**src/rtl/lsu_mem_if.sv**
```systemverilog
// lsu_mem_if: data-bus request/response bundle between the LSU and memory.
// master = LSU side, slave = memory side.
interface lsu_mem_if;
  logic        dmem_req;
  logic        dmem_we;
  logic [31:0] dmem_addr;
  logic [3:0]  dmem_be;
  logic [31:0] dmem_wdata;
  logic        dmem_ack;
  logic [31:0] dmem_rdata;

  modport master (
    output dmem_req,
    output dmem_we,
    output dmem_addr,
    output dmem_be,
    output dmem_wdata,
    input  dmem_ack,
    input  dmem_rdata
  );

  modport slave (
    input  dmem_req,
    input  dmem_we,
    input  dmem_addr,
    input  dmem_be,
    input  dmem_wdata,
    output dmem_ack,
    output dmem_rdata
  );
endinterface

```
**src/rtl/lsu_mem.sv**
```systemverilog
// lsu_mem: single-outstanding load/store unit with ack timeout.
// Optional misaligned-access trap: define LSU_MISALIGN_TRAP_EN.
module lsu_mem #(
  parameter int unsigned ACK_TIMEOUT = 255
) (
  input  logic        clk,
  input  logic        rst_n,
  input  logic        mem_valid,
  input  logic        MemRead_mem,
  input  logic        MemWrite_mem,
  input  logic [2:0]  funct3_mem,
  input  logic [31:0] addr_mem,
  input  logic [31:0] wdata_mem,
  lsu_mem_if.master   bus,
  output logic [31:0] load_data,
  output logic        lsu_done,
  output logic        lsu_stall,
  output logic        lsu_err,
  output logic        lsu_misalign
);

  typedef enum logic [1:0] {
    S_IDLE,
    S_REQ,
    S_DONE
  } state_t;

  localparam logic [15:0] TO_LAST =
    16'(ACK_TIMEOUT - 1);

  state_t      r_state;
  state_t      w_next;
  logic [15:0] r_cnt;
  logic [31:2] r_addr;
  logic        r_we;
  logic [3:0]  r_be;
  logic [31:0] r_wdata;
  logic [1:0]  r_off;
  logic        r_sz_b;
  logic        r_sz_h;
  logic        r_uns;
  logic        r_err;
  logic        r_mis;
  logic [31:0] r_load;

  logic        w_accept;
  logic        w_trap;
  logic        w_sz_b;
  logic        w_sz_h;
  logic        w_uns;
  logic [1:0]  w_off;
  logic [3:0]  w_be;
  logic [31:0] w_wdata;
  logic        w_in_req;
  logic        w_ack;
  logic        w_expire;
  logic [7:0]  w_byte;
  logic [15:0] w_half;
  logic [31:0] w_lane;

  assign w_accept = mem_valid
                  & (MemRead_mem | MemWrite_mem);
  assign w_in_req = (r_state == S_REQ);
  assign w_ack    = w_in_req & bus.dmem_ack;
  assign w_expire = w_in_req & ~bus.dmem_ack
                  & (r_cnt == TO_LAST);

  // funct3 to access size and signedness
  always_comb begin
    w_sz_b = 1'b0;
    w_sz_h = 1'b0;
    w_uns  = 1'b0;
    unique case (funct3_mem)
      3'b000: w_sz_b = 1'b1;
      3'b001: w_sz_h = 1'b1;
      3'b100: begin
        w_sz_b = 1'b1;
        w_uns  = 1'b1;
      end
      3'b101: begin
        w_sz_h = 1'b1;
        w_uns  = 1'b1;
      end
      default: ;
    endcase
  end

  // lane offset with misaligned low bits dropped
  always_comb begin
    w_off = 2'b00;
    unique case (1'b1)
      w_sz_b:  w_off = addr_mem[1:0];
      w_sz_h:  w_off = {addr_mem[1], 1'b0};
      default: w_off = 2'b00;
    endcase
  end

`ifdef LSU_MISALIGN_TRAP_EN
  assign w_trap = (w_sz_h & addr_mem[0])
                | (~w_sz_b & ~w_sz_h
                   & (|addr_mem[1:0]));
`else
  assign w_trap = 1'b0;
`endif

  // byte enables and replicated store data
  always_comb begin
    w_be    = 4'b1111;
    w_wdata = wdata_mem;
    unique case (1'b1)
      w_sz_b: begin
        w_be    = 4'b0001 << w_off;
        w_wdata = {4{wdata_mem[7:0]}};
      end
      w_sz_h: begin
        w_be    = w_off[1] ? 4'b1100
                           : 4'b0011;
        w_wdata = {2{wdata_mem[15:0]}};
      end
      default: ;
    endcase
  end

  // load lane select and extension
  always_comb begin
    w_byte = bus.dmem_rdata[7:0];
    unique case (r_off)
      2'd0: w_byte = bus.dmem_rdata[7:0];
      2'd1: w_byte = bus.dmem_rdata[15:8];
      2'd2: w_byte = bus.dmem_rdata[23:16];
      2'd3: w_byte = bus.dmem_rdata[31:24];
      default: ;
    endcase
    w_half = r_off[1] ? bus.dmem_rdata[31:16]
                      : bus.dmem_rdata[15:0];
    w_lane = bus.dmem_rdata;
    unique case (1'b1)
      r_sz_b: w_lane = {{24{~r_uns & w_byte[7]}},
                        w_byte};
      r_sz_h: w_lane = {{16{~r_uns & w_half[15]}},
                        w_half};
      default: ;
    endcase
  end

  // state register
  always_ff @(posedge clk or negedge rst_n) begin
    if (!rst_n) r_state <= S_IDLE;
    else        r_state <= w_next;
  end

  // next state
  always_comb begin
    w_next = r_state;
    unique case (r_state)
      S_IDLE: begin
        if (w_accept)
          w_next = w_trap ? S_DONE : S_REQ;
      end
      S_REQ: begin
        if (w_ack || w_expire)
          w_next = S_DONE;
      end
      S_DONE:  w_next = S_IDLE;
      default: w_next = S_IDLE;
    endcase
  end

  // ack timeout counter, cleared while idle
  always_ff @(posedge clk or negedge rst_n) begin
    if (!rst_n)
      r_cnt <= 16'd0;
    else if (r_state == S_IDLE)
      r_cnt <= 16'd0;
    else if (w_in_req && !bus.dmem_ack)
      r_cnt <= r_cnt + 16'd1;
  end

  // request capture, completion flags, load result
  always_ff @(posedge clk or negedge rst_n) begin
    if (!rst_n) begin
      r_addr  <= '0;
      r_we    <= 1'b0;
      r_be    <= 4'b0000;
      r_wdata <= 32'd0;
      r_off   <= 2'b00;
      r_sz_b  <= 1'b0;
      r_sz_h  <= 1'b0;
      r_uns   <= 1'b0;
      r_err   <= 1'b0;
      r_mis   <= 1'b0;
      r_load  <= 32'd0;
    end else begin
      unique case (r_state)
        S_IDLE: begin
          if (w_accept) begin
            r_err <= 1'b0;
            r_mis <= w_trap;
            if (!w_trap) begin
              r_addr  <= addr_mem[31:2];
              r_we    <= MemWrite_mem;
              r_be    <= w_be;
              r_wdata <= w_wdata;
              r_off   <= w_off;
              r_sz_b  <= w_sz_b;
              r_sz_h  <= w_sz_h;
              r_uns   <= w_uns;
            end
          end
        end
        S_REQ: begin
          if (w_expire)
            r_err <= 1'b1;
          if (w_ack && !r_we)
            r_load <= w_lane;
        end
        default: ;
      endcase
    end
  end

  assign bus.dmem_req   = w_in_req;
  assign bus.dmem_we    = r_we;
  assign bus.dmem_addr  = {r_addr, 2'b00};
  assign bus.dmem_be    = r_be;
  assign bus.dmem_wdata = r_wdata;
  assign load_data      = r_load;

  assign lsu_stall = w_in_req
                   | ((r_state == S_IDLE) & w_accept);
  assign lsu_done  = (r_state == S_DONE)
                   & ~r_err & ~r_mis;
  assign lsu_err   = (r_state == S_DONE) & r_err;

`ifdef LSU_MISALIGN_TRAP_EN
  assign lsu_misalign = (r_state == S_DONE) & r_mis;
`else
  assign lsu_misalign = 1'b0;
`endif

endmodule

```
**src/flat_wrapper.sv**
```systemverilog
// flat-port wrapper written by rule: the top's interface ports become plain ports
module lsu_mem_flat 
#(
  parameter int unsigned ACK_TIMEOUT = 255
)
  (clk, rst_n, mem_valid, MemRead_mem, MemWrite_mem, funct3_mem, addr_mem, wdata_mem, load_data, lsu_done, lsu_stall, lsu_err, lsu_misalign, bus_dmem_req, bus_dmem_we, bus_dmem_addr, bus_dmem_be, bus_dmem_wdata, bus_dmem_ack, bus_dmem_rdata);
  lsu_mem_if bus_i ();
  input  logic clk;
  input  logic rst_n;
  input  logic mem_valid;
  input  logic MemRead_mem;
  input  logic MemWrite_mem;
  input  logic [2:0] funct3_mem;
  input  logic [31:0] addr_mem;
  input  logic [31:0] wdata_mem;
  output logic [31:0] load_data;
  output logic lsu_done;
  output logic lsu_stall;
  output logic lsu_err;
  output logic lsu_misalign;
  output wire logic [$bits(bus_i.dmem_req)-1:0] bus_dmem_req;
  output wire logic [$bits(bus_i.dmem_we)-1:0] bus_dmem_we;
  output wire logic [$bits(bus_i.dmem_addr)-1:0] bus_dmem_addr;
  output wire logic [$bits(bus_i.dmem_be)-1:0] bus_dmem_be;
  output wire logic [$bits(bus_i.dmem_wdata)-1:0] bus_dmem_wdata;
  input wire logic [$bits(bus_i.dmem_ack)-1:0] bus_dmem_ack;
  input wire logic [$bits(bus_i.dmem_rdata)-1:0] bus_dmem_rdata;
  assign bus_dmem_req = bus_i.dmem_req;
  assign bus_dmem_we = bus_i.dmem_we;
  assign bus_dmem_addr = bus_i.dmem_addr;
  assign bus_dmem_be = bus_i.dmem_be;
  assign bus_dmem_wdata = bus_i.dmem_wdata;
  assign bus_i.dmem_ack = bus_dmem_ack;
  assign bus_i.dmem_rdata = bus_dmem_rdata;
  lsu_mem #(.ACK_TIMEOUT(ACK_TIMEOUT)) u_core (.clk(clk), .rst_n(rst_n), .mem_valid(mem_valid), .MemRead_mem(MemRead_mem), .MemWrite_mem(MemWrite_mem), .funct3_mem(funct3_mem), .addr_mem(addr_mem), .wdata_mem(wdata_mem), .bus(bus_i), .load_data(load_data), .lsu_done(lsu_done), .lsu_stall(lsu_stall), .lsu_err(lsu_err), .lsu_misalign(lsu_misalign));
endmodule
```
**config.mk**
```make
export PLATFORM = sky130hd
export DESIGN_NAME = lsu_mem_flat
export DESIGN_NICKNAME = d
export VERILOG_FILES = /design/src/rtl/lsu_mem_if.sv /design/src/rtl/lsu_mem.sv /design/src/flat_wrapper.sv
export SDC_FILE = /design/constraint.sdc
export NUM_CORES = 1
export LEC_CHECK = 0
export CAP_MARGIN = 40
export CORE_MARGIN = 2
export CORE_UTILIZATION = 40
export CTS_BUF_LIST = sky130_fd_sc_hd__clkbuf_4 sky130_fd_sc_hd__clkbuf_8
export DETAILED_ROUTE_END_ITERATION = 7
export PLACE_DENSITY = 0.73
export SETUP_SLACK_MARGIN = 0.2
export SYNTH_ARGS = -nofsm -noshare
export SYNTH_HDL_FRONTEND = slang
export SYNTH_SLANG_ARGS = --single-unit
```
**constraint.sdc**
```tcl
create_clock -name clk -period 4.5 [get_ports clk]
set_input_delay 0.45 -clock clk [delete_from_list [all_inputs] [get_ports clk]]
set_output_delay 0.45 -clock clk [all_outputs]
set_load 0.01 [all_outputs]
```
Word level (Yosys, flattened, before mapping)
Index checks and enable logic that the tools add are counted.
{"block": "op_classes", "muxes": 18, "reduce_logical": 17, "n_eq_ne": 12, "shift": 1, "n_bitwise": 14, "add_sub_neg": 1}
{"op": "$pmux 32 s2", "count": 2}
{"op": "$mux 16", "count": 3}
{"op": "$pmux 8 s4", "count": 1}
{"op": "$add 16x1->16 const B", "count": 1}
{"op": "$eq 16x8->1 const B", "count": 1}
{"op": "$and 1x1->1", "count": 9}
{"op": "$pmux 2 s2", "count": 2}
{"op": "$pmux 4 s2", "count": 1}
{"op": "$eq 2x2->1 const B", "count": 3}
{"op": "$eq 3x3->1 const B", "count": 2}
{"op": "$reduce_and 2->1", "count": 3}
{"op": "$reduce_or 2->1", "count": 3}
{"op": "$mux 1", "count": 5}
{"op": "$eq 2x1->1 const B", "count": 2}
{"op": "$logic_not 2->1", "count": 2}
{"op": "$mux 2", "count": 2}
{"op": "$mux 4", "count": 1}
{"op": "$ne 2x2->1 const B", "count": 2}
{"op": "$reduce_bool 2->1", "count": 2}
{"op": "$shl 1x2->4 const A", "count": 1}
{"op": "$eq 3x1->1 const B", "count": 1}
{"op": "$logic_not 3->1", "count": 1}
{"op": "$not 1->1", "count": 3}
{"op": "$reduce_and 3->1", "count": 1}
{"op": "other kinds (6)", "count": 9}
{"block": "totals", "in_bits": 105, "register_bits": 123, "out_inout_bits": 106, "elab_cells": 75}

Logic depth before layout (Yosys ltp)
Gate-level depths: netlist of the first run.
{"block": "depth", "word_depth": 6, "depth_mapped": 7, "ltp_nobuf": 5}

Least setup slack after synthesis of the first run
No wires, ideal clock.
{"block": "synth_path", "path_kind": "reg2reg", "startpoint": "reg u_core.r_state[1]", "endpoint": "reg u_core.r_err", "setup_ns": 0.121, "arrival_time_ns": 1.414, "required_ns": 4.379, "path_slack_ns": 2.965, "path_stages_with_launch": 7, "synth_period_minus_slack_ns": 1.535, "path_buffers": 3, "path_cell_list": "dfrtp_1 > buf_2 > or2_1 > or2_1 > buf_2 > buf_6 > a22o_1"}
{"block": "synth_via", "elab_chain_cells": 5, "word_cells_on_any_way": 9, "classes_between": "3 x eq/ne; 1 x mux; 2 x bitwise; 3 x reduce/logical"}
{"element": "start, declared", "line_no": "lsu_mem.sv:31", "rtl": "state_t r_state;"}
{"element": "start signal, assigned", "line_no": "lsu_mem.sv:149", "rtl": "else r_state <= w_next;"}
{"element": "$eq 2x1->1", "line_no": "lsu_mem.sv:63, lsu_mem.sv:194"}
{"element": "$and 1x1->1", "line_no": "lsu_mem.sv:65", "rtl": "assign w_expire = w_in_req & ~bus.dmem_ack"}
{"element": "$and 1x1->1", "line_no": "lsu_mem.sv:66", "rtl": "& (r_cnt == TO_LAST);"}
{"element": "$ne 2x2->1 (no source line)"}
{"element": "$reduce_and 3->1 (no source line)"}
{"element": "end signal, assigned", "line_no": "lsu_mem.sv:190", "rtl": "r_err <= 1'b0;"}
{"element": "end signal, assigned", "line_no": "lsu_mem.sv:197", "rtl": "r_err <= 1'b0;"}
{"element": "end signal, assigned", "line_no": "lsu_mem.sv:213", "rtl": "r_err <= 1'b1;"}
{"element": "end, declared", "line_no": "lsu_mem.sv:42", "rtl": "logic r_err;"}
Several ways; a longest one is shown, not always the timed one.
A chain may end at the register's enable or synchronous reset.

Worst setup path after layout of the first run
{"block": "layout_path", "startpoint": "in MemWrite_mem", "endpoint": "out lsu_stall"}
{"block": "layout_via", "elab_chain_cells": 4}
{"element": "start, declared", "line_no": "flat_wrapper.sv:12", "rtl": "input logic MemWrite_mem;"}
{"element": "$or 1x1->1", "line_no": "lsu_mem.sv:62", "rtl": "& (MemRead_mem | MemWrite_mem);"}
{"element": "$and 1x1->1", "line_no": "lsu_mem.sv:62"}
{"element": "$and 1x1->1", "line_no": "lsu_mem.sv:230", "rtl": "| ((r_state == S_IDLE) & w_accept);"}
{"element": "$or 1x1->1", "line_no": "lsu_mem.sv:230"}
{"element": "end, declared", "line_no": "flat_wrapper.sv:18", "rtl": "output logic lsu_stall;"}
Every way passes these cells.

==> results of run 1 <==
-- worst min path at each step --
stage	startpoint	cells after the start	end	slack, ns
2_1_floorplan	rst_n	0	u_core.bus.dmem_be[0]	0.15
3_3_place_gp	u_core.r_cnt[15]	1	u_core.r_cnt[15]	0.46
3_5_place_dp	u_core.r_addr[9]	2	u_core.r_addr[9]	0.46
4_1_cts	rst_n	1	u_core.r_cnt[4]	0.003
5_1_grt	rst_n	1	u_core.load_data[20]	0.04
6_report	rst_n	1	u_core.r_cnt[4]	0.002
-- cells in the final DEF (no fill, tap or decap), drive strengths merged, types with 2 or more instances in the layout --
cell	instances
a21oi	37
a221oi	7
a31oi	2
and3	3
and4	2
buf	11
bufinv	3
clkbuf	18
clkdlybuf4s50	206
clkinv	2
clkinvlp	7
conb	3
dfrtp	123
ha	2
inv	8
mux2	6
mux2i	41
mux4	6
nand2	190
nand2b	2
nand3	37
nand4	8
nand4bb	2
nor2	47
nor3	3
nor3b	3
o211ai	3
o21ai	37
o31ai	6
or2	2
xor2	3
-- metrics by stage --
stage	utilization, %	power, uW
6_report	59.0	4510
3_3_place_gp	55.6	3430
3_5_place_dp	56.1	3500
2_1_floorplan	-	2450
4_1_cts	59.0	4550
5_1_grt	59.0	4800
-- metal layers --
layer	GRT usage (%)	routed length, um	up-vias
li1	-	-	2540
met1	27.5	7040	2659
met2	36.5	8390	237
met3	8.34	1550	30
met4	8.17	335	0
met5	0	0	-
-- kinds of logic after synthesis --
group	count (synthesis)	share of synthesized area, %
XOR/XNOR	4	0.597
AND/OR/NAND/NOR	306	22.4
flip-flops	123	52.4
adder cells (fa/ha/maj)	2	0.426
AO/OA/AOI/OAI	97	9.61
buffers and inverters	50	4.01
other	1	0.0639
multiplexers	53	10.4
-- cells in the mapped netlist (all sizes together) --
cell type / count / area, um^2
o21a: 1 / 7.51
o22ai: 1 / 6.26
a22o: 1 / 8.76
conb: 1 / 3.75
or3: 1 / 6.26
mux4: 6 / 135
nor2: 47 / 184
inv: 6 / 22.5
nand2b: 2 / 12.5
or3b: 1 / 8.76
nand3: 37 / 185
ha: 2 / 25.0
nand4: 8 / 50.1
nor4: 1 / 6.26
nor3b: 3 / 33.8
and2: 1 / 6.26
or2: 2 / 12.5
buf: 27 / 149
nor3: 3 / 15.0
mux2i: 41 / 410
and4: 2 / 17.5
a31oi: 2 / 12.5
o21bai: 1 / 7.51
xor2: 3 / 26.3
nand4b: 1 / 8.76
o21ai: 37 / 189
a41oi: 1 / 8.76
o211ai: 3 / 22.5
nand2: 190 / 713
nor2b: 1 / 6.26
a221oi: 7 / 61.3
o31ai: 6 / 55.1
mux2: 6 / 67.6
and3: 3 / 18.8
xnor2: 1 / 8.76
dfrtp: 123 / 3080
a21oi: 37 / 185
clkbuf: 17 / 63.8
and3b: 1 / 8.76
nand4bb: 2 / 22.5
-- worst max-delay path, delay by kind of cell --
kind | cells | cell delay [ns]
AOI/OAI and AO/OA | 2 | 0.35
buffers and inverters | 2 | 1.05
-- power by group through the flow --
stage | combinational (uW) | sequential (uW) | clock [uW]
after floorplan | 609 | 1840 | 0
after global placement | 1710 | 1720 | 0
after detailed placement | 1760 | 1740 | 0
after CTS | 1770 | 1720 | 1060
after global routing | 1910 | 1770 | 1120
final | 1750 | 1720 | 1040
-- flip-flops by register name, indices dropped and copies added (netlist names) --
| signal | flops |
|---|---|
| u_core.bus.dmem_wdata | 32 |
| u_core.r_sz_b | 1 |
| u_core.bus.dmem_be | 4 |
| u_core.r_err | 1 |
| u_core.bus.dmem_we | 1 |
| u_core.r_sz_h | 1 |
| u_core.r_uns | 1 |
| u_core.r_off | 2 |
| u_core.r_cnt | 16 |
| u_core.r_state | 2 |
| u_core.load_data | 32 |
| u_core.r_addr | 30 |
-- area by class of cell --
| type | count | area, um^2 |
|---|---|---|
| fill | 1258 | 5920 |
| timing repair buffer | 217 | 2180 |
| tap | 184 | 230 |
| sequential | 123 | 3080 |
| multi-input combinational | 465 | 2570 |
| clock inverter | 14 | 170 |
| clock buffer | 18 | 248 |
| inverter | 6 | 22.5 |
==> results.yml, run 1 <==
final_layout:
  drive_above_1_share_pct: 7.35
  stdcell_area_um2: 8500
  n_antenna_cell: 0
  area_growth_pct: 44.8
  layout.nets: 937
  stdcell_count: 1027
grt:
  grt_pass1_vias: 5653
  grtUsageTotal_pct: 22.5
  grt_max_degree: 74
  grt_pass1_wl_um: 28400
  antenna_found_initial: 0
  grt_remaining_overflow: 0
floorplanning:
  core-area_um2: 14400
  initial_core_util_pct: 40.7
  rows: 44
  die_w_um: 125
  ios: 211
  die_area_um2: 15700
  dieHeight_um: 125
pwr:
  clockPowerShare_pct: 23.0
  p_per_area_nw_per_um2: 530
  internal_power_uw: 2980
  peakVddDrop_uv: 268
  pwr-share-seq_pct: 38.2
  p_sw_uw: 1530
  power.leakage_uw: 0.00378
  sw_frac_of_total_pct: 33.9
  power_frac_comb_pct: 38.8
setup_path:
  rr_startpoint: "u_core.r_off[0]"
  slowest_stage: "clkdlybuf4s50_1"
  crit_type: "in2out"
  cp_cell_sequence: "clkdlybuf4s50_1 -> o21ai_1 -> a21oi_1 -> clkdlybuf4s50_1"
  cp.required_ns: 4.05
  crit_fanout: 3
  cp-startpoint: "MemWrite_mem"
  max_stage_delay_ns: 0.57
  critPathLaunchType: "input port"
  rrSetupSlack_ns: 2.38
  rr_endpoint: "u_core.load_data[25]"
  endpoint: "lsu_stall"
  arrival_ns: 1.84
  reg2regPathDepth: 4
  crit_top_cell: "clkdlybuf4s50_1"
  end_kind: "primary output"
clock_tree:
  cts-resized-gates: 0
  cts_root_buf: "clkbuf_8"
  post-cts-setup-buffer-count: 0
  cts_tree: "done"
  cts_buffers: 17
  hold_buffers: 0
  cts.clk_slew.worst_paths_ns: 0.08
  clk_latency_ns: 0.45
  cts.sink_count: 123
  htree_levels: 4
  clockBufferDepth: 2
logic_synthesis:
  yosysSeqAreaShare_pct: 52.4
  yosysWarnings: 0
  syn_avg_cell_area_um2: 9.23
  netlist_area_um2: 5870
  synthCells: 636
  ys_seq_elements: 123
  synthDistinctLibCells: 47
timing:
  fmax_mhz: 436
  hold_viol: 0
  worst_pin_slew_ns: 0.689
  skew_ns: 0.0143
  period_share_pct: 51.0
  fin_crit_ns: 2.29
  finalSetupTns_ns: 0
  setup_viol: 0
  timing.slew.headroom_pct: 54.0
  finalHoldWorstSlack_ns: 0.00242
  setup_ws_ns: 2.21
  rsz0062_at_grt: "false"
  slew_viol_final: 0
placement:
  place_inst: 995
  gp_congestion: 0.874
  placed_area_um2: 8090
  place_hpwl_um: 12500
  dp_slack_ns: 2.14
  port_buffers: 207
drt:
  drt_iter0_drc: 368
  totalWireLength_um: 17300
  drc_errors: 0
  vias_per_cell: 5.32
  drtAntennaViolNets: 0
  wl_per_cell_um: 16.9
  dr.pass1.iters: 4
  vias: 5466
worst_hold_path:
  min_path_type: "in2async"
flow_run:
  drv_cap: 0
run_status:
  status: "completed"
No activity file was read; power rests on OpenSTA's default activity.
==> run 2, diff against run 1 <==
Clock period 4.5 ns to 2.2 ns, I/O delays scaled along.
==> results.yml, run 2 (synthesized netlist as in run 1, its figures left out) <==
run_status:
  status: "completed"
timing:
  setup_ws_ns: 0.309
  hold_viol: 0
  worst_pin_slew_ns: 0.633
  finalSetupTns_ns: 0
  timing.slew.headroom_pct: 57.7
  rsz0062_at_grt: "false"
  skew_ns: 0.0108
  setup_viol: 0
  slew_viol_final: 0
  period_share_pct: 85.9
  fmax_mhz: 529
  fin_crit_ns: 1.89
final_layout:
  mostFrequentLayoutCell: "clkdlybuf4s50_1"
  drive_above_1_share_pct: 8.89
  final_util_pct: 59.4
  layout_common_cells: "clkdlybuf4s50_1, nand2_1, dfrtp_1"
  nFillCells: 1227
  stdcell_count: 1039
  layout.nets: 950
  area_growth_pct: 46.1
  n_antenna_cell: 0
clock_tree:
  cts.clk_slew.worst_paths_ns: 0.08
  cts_root_buf: "clkbuf_8"
  clockBufferDepth: 2
  cts_buffers: 17
  cts_tree: "done"
  cts.sink_count: 123
  clk_latency_ns: 0.44
  htree_levels: 4
floorplanning:
  rows: 44
  core-area_um2: 14400
  dieHeight_um: 125
  die_w_um: 125
  initial_core_util_pct: 40.7
  ios: 211
  die_area_um2: 15700
placement:
  place_inst: 1006
  dp_slack_ns: 0.274
  place_hpwl_um: 12400
  gp_congestion: 0.880
  port_buffers: 207
pwr:
  power.leakage_uw: 0.00385
  p_per_area_nw_per_um2: 1050
  peakVddDrop_uv: 630
setup_path:
  max_stage_delay_ns: 0.58
  end_kind: "primary output"
  rr_endpoint: "u_core.bus.dmem_wdata[17]"
  rr_startpoint: "u_core.r_state[0]"
  reg2regPathDepth: 5
  cp.required_ns: 1.98
  cp_cell_sequence: "nor2b_2 -> clkdlybuf4s50_1"
  slowest_stage: "clkdlybuf4s50_1"
  critPathLaunchType: "flop"
  arrival_ns: 1.67
  crit_type: "reg2out"
  crit_fanout: 9
  rrSetupSlack_ns: 0.38
grt:
  grt_pass1_wl_um: 27400
  grt_max_degree: 62
  grt_remaining_overflow: 0
  grt_pass1_vias: 5450
  antenna_found_initial: 0
  grtUsageTotal_pct: 21.9
drt:
  dr.pass1.iters: 4
  vias_per_cell: 5.16
  wl_per_cell_um: 16.2
  drtAntennaViolNets: 0
  drt_iter0_drc: 319
  drc_errors: 0
  totalWireLength_um: 16800
  vias: 5363
worst_hold_path:
  min_path_type: "in2async"
flow_run:
  drv_cap: 0
==> run 2: cell count changes in the layout (fill, tap and decap cells not counted), sizes merged <==
cell	before	now
dlygate4sd3	0	1
clkdlybuf4s50	206	205
clkinvlp	7	5
clkbuf	18	20
buf	11	23
inv	8	6
clkinv	2	5
dlymetal6s2s	0	1
bufinv	3	1
==> run 2: power breakdown <==
part / internal, uW / switching (uW)
Clock: 967 / 916
Combinational: 1990 / 1630
Sequential: 3000 / 504
Total: 5960 / 3050
==> run 2: how the worst max path moves through the flow <==
stage,slack (ns),from,cells after the start,endpoint
3_3_place_gp,0.30,funct3_mem[0],5,u_core.bus.dmem_wdata[14]
2_1_floorplan,0.66,u_core.r_state[1],6,u_core.r_err
4_1_cts,0.18,u_core.r_state[0],2,bus_dmem_req
3_5_place_dp,0.27,MemWrite_mem,6,u_core.bus.dmem_wdata[17]
5_1_grt,0.22,u_core.r_state[0],2,bus_dmem_req
6_report,0.31,u_core.r_state[0],2,bus_dmem_req
==> run 2: repair_timing <==
item                                    in CTS  in global routing
gates resized for setup                      2                  2
setup buffers                                0                  1
endpoints found under the setup margin       2                  4
endpoints found under the hold margin       24                  0
hold buffers                                 1                  0
cloned                                       0                  0
==> run 2: through the flow <==
step / power (uW) / area (um^2) / hold slack (ns)
2_1_floorplan: 5010 / 5880 / -0.0756
3_3_place_gp: 7090 / 8180 / 0.167
3_5_place_dp: 7190 / 8180 / 0.165
4_1_cts: 9120 / 8560 / 0.218
5_1_grt: 9580 / 8570 / 0.252
6_report: 9010 / 8570 / 0.238
==> run 2: cell type report <==
cell class                      count  area (um^2)  share of cell area, %
Clock buffer                       20          275                   3.21
Clock inverter                     11         96.3                   1.12
Inverter                            6         22.5                  0.263
Multi-Input combinational cell    465         2570                   30.0
Sequential cell                   123         3080                   35.9
Tap cell                          184          230                   2.68
Timing Repair Buffer              230         2300                   26.8
==> run 2: worst max-delay path: cells and delay by family (launching register included) <==
kind / cells / cell delay, ns
DFF: 1 / 0.44
and+or+nand+nor: 1 / 0.21
buffers and inverters: 1 / 0.58
==> run 2: layer usage <==
metal	part of all wire, %	global-route usage (%)
met2	49	35.5
met4	2.0	8.50
met1	41	26.2
met3	8.3	8.86
met5	0	0
==> run 3, diff against run 2 <==
Settings changed: RECOVER_POWER set to 50.
Clock period 2.2 ns to 2 ns, I/O delays scaled along.
==> results.yml, run 3 (synthesized netlist as in run 1, its figures left out) <==
setup_path:
  arrival_ns: 1.57
  crit_type: "reg2out"
  end_kind: "primary output"
  crit_fanout: 6
  critPathLaunchType: "flop"
  cp.required_ns: 1.80
final_layout:
  layout_common_cells: "nand2_1, clkdlybuf4s50_1, dfrtp_1"
  n_antenna_cell: 0
  mostFrequentLayoutCell: "nand2_1"
  nFillCells: 1199
  final_util_pct: 60.5
  layout.nets: 956
  drive_above_1_share_pct: 9.51
  multi_input_area_um2: 2570
  regArea_um2: 3080
  area_growth_pct: 48.6
timing:
  slew_viol_final: 0
  setup_ws_ns: 0.235
  fmax_mhz: 566
  finalHoldWorstSlack_ns: 0.268
  rsz0062_at_grt: "false"
  worst_pin_slew_ns: 0.890
  fin_crit_ns: 1.77
  timing.slew.headroom_pct: 40.6
  setup_viol: 0
  finalSetupTns_ns: 0
  period_share_pct: 88.3
  hold_viol: 0
  skew_ns: 0.00914
grt:
  grtUsageTotal_pct: 22.1
  grt_pass1_wl_um: 27900
  grt_pass1_vias: 5555
  grt_max_degree: 62
  antenna_found_initial: 0
  grt_remaining_overflow: 0
clock_tree:
  clockBufferDepth: 2
  htree_levels: 4
  cts_root_buf: "clkbuf_8"
  cts_buffers: 17
  clk_latency_ns: 0.45
  cts.clk_slew.worst_paths_ns: 0.08
  cts.sink_count: 123
  cts_tree: "done"
drt:
  totalWireLength_um: 16900
  drt_iter0_drc: 265
  wl_per_cell_um: 16.2
  drc_errors: 0
  drtAntennaViolNets: 0
  vias_per_cell: 5.22
  dr.pass1.iters: 5
  vias: 5455
run_status:
  status: "completed"
floorplanning:
  rows: 44
  die_w_um: 125
  ios: 211
  initial_core_util_pct: 40.7
  core-area_um2: 14400
  dieHeight_um: 125
  die_area_um2: 15700
pwr:
  total_power_uw: 10400
  peakVddDrop_uv: 786
  p_per_area_nw_per_um2: 1190
  power.leakage_uw: 0.00396
flow_run:
  drv_cap: 0
placement:
  port_buffers: 207
  place_hpwl_um: 12500
  gp_congestion: 0.858
  dp_slack_ns: 0.175
worst_hold_path:
  min_path_type: "in2reg"
[run 3: cell count changes in the layout (fill, tap and decap cells not counted), sizes merged]
| cell | change |
|---|---|
| buf | +2 |
| inv | +3 |
| clkdlybuf4s15 | +2 |
| bufinv | +4 |
| clkinvlp | -2 |
| dlygate4sd2 | +1 |
| clkdlybuf4s50 | -40 |
| clkbuf | +3 |
| clkinv | -3 |
| dlygate4sd3 | +37 |
[run 3: where the power goes]
part / total (uW) / internal, uW / switching [uW]
combinational: 3940 / 2100 / 1830
clock: 2610 / 1560 / 1050
sequential: 3840 / 3300 / 534
[run 3: layout make-up]
class / instances / area share (%)
sequential: 123 / 35.3
clock buffer: 19 / 3.00
multi-input combinational: 465 / 29.5
inverter: 6 / 0.258
tap: 184 / 2.64
clock inverter: 13 / 2.44
timing repair buffer: 236 / 26.9
[run 3: what timing repair did]
action | 4_1_cts | 5_1_grt
pin swaps | 0 | 1
endpoints found under the hold margin | 32 | 0
setup endpoints to repair | 4 | 10
buffers inserted | 2 | 0
hold buffers | 1 | 0
resized for setup | 6 | 3
[run 3: routing by layer]
layer / up-vias / track usage (%) / share of wire (%) / wire length (um)
met3: 16 / 9.07 / 9.6 / 1630
met5: - / 0 / 0 / 0
met4: 0 / 6.99 / 1.3 / 225
met1: 2621 / 26.3 / 39 / 6680
li1: 2584 / - / - / -
met2: 234 / 36.9 / 50 / 8410
[run 3: critical path, cell delays in order, from the launching register on]
cell and delay (ns):
dfrtp_2 0.43, clkbuf_1 0.19, nor2b_2 0.21, clkdlybuf4s15_1 0.29
[run 3: path summary, 6_finish.rpt]
kind	cells after the start	start	slack [ns]	endpoint
worst max-delay path	3	u_core.r_state[1]	0.23	bus_dmem_req
worst min-delay path	3	addr_mem[8]	0.27	u_core.r_addr[8]
worst max register to register	7	u_core.r_state[1]	0.27	u_core.load_data[21]
worst min register to register	2	u_core.r_addr[9]	0.48	u_core.r_addr[9]
max in group asynchronous	3	rst_n	0.39	u_core.bus.dmem_wdata[20]
min in group asynchronous	2	rst_n	0.41	u_core.r_cnt[5]
[run 3: through the flow]
step / area [um^2] / instances
2_1_floorplan: 5880 / 638
3_3_place_gp: 8240 / 1011
3_5_place_dp: 8240 / 1011
4_1_cts: 8740 / 1046
5_1_grt: 8720 / 1046
6_report: 8720 / 1046
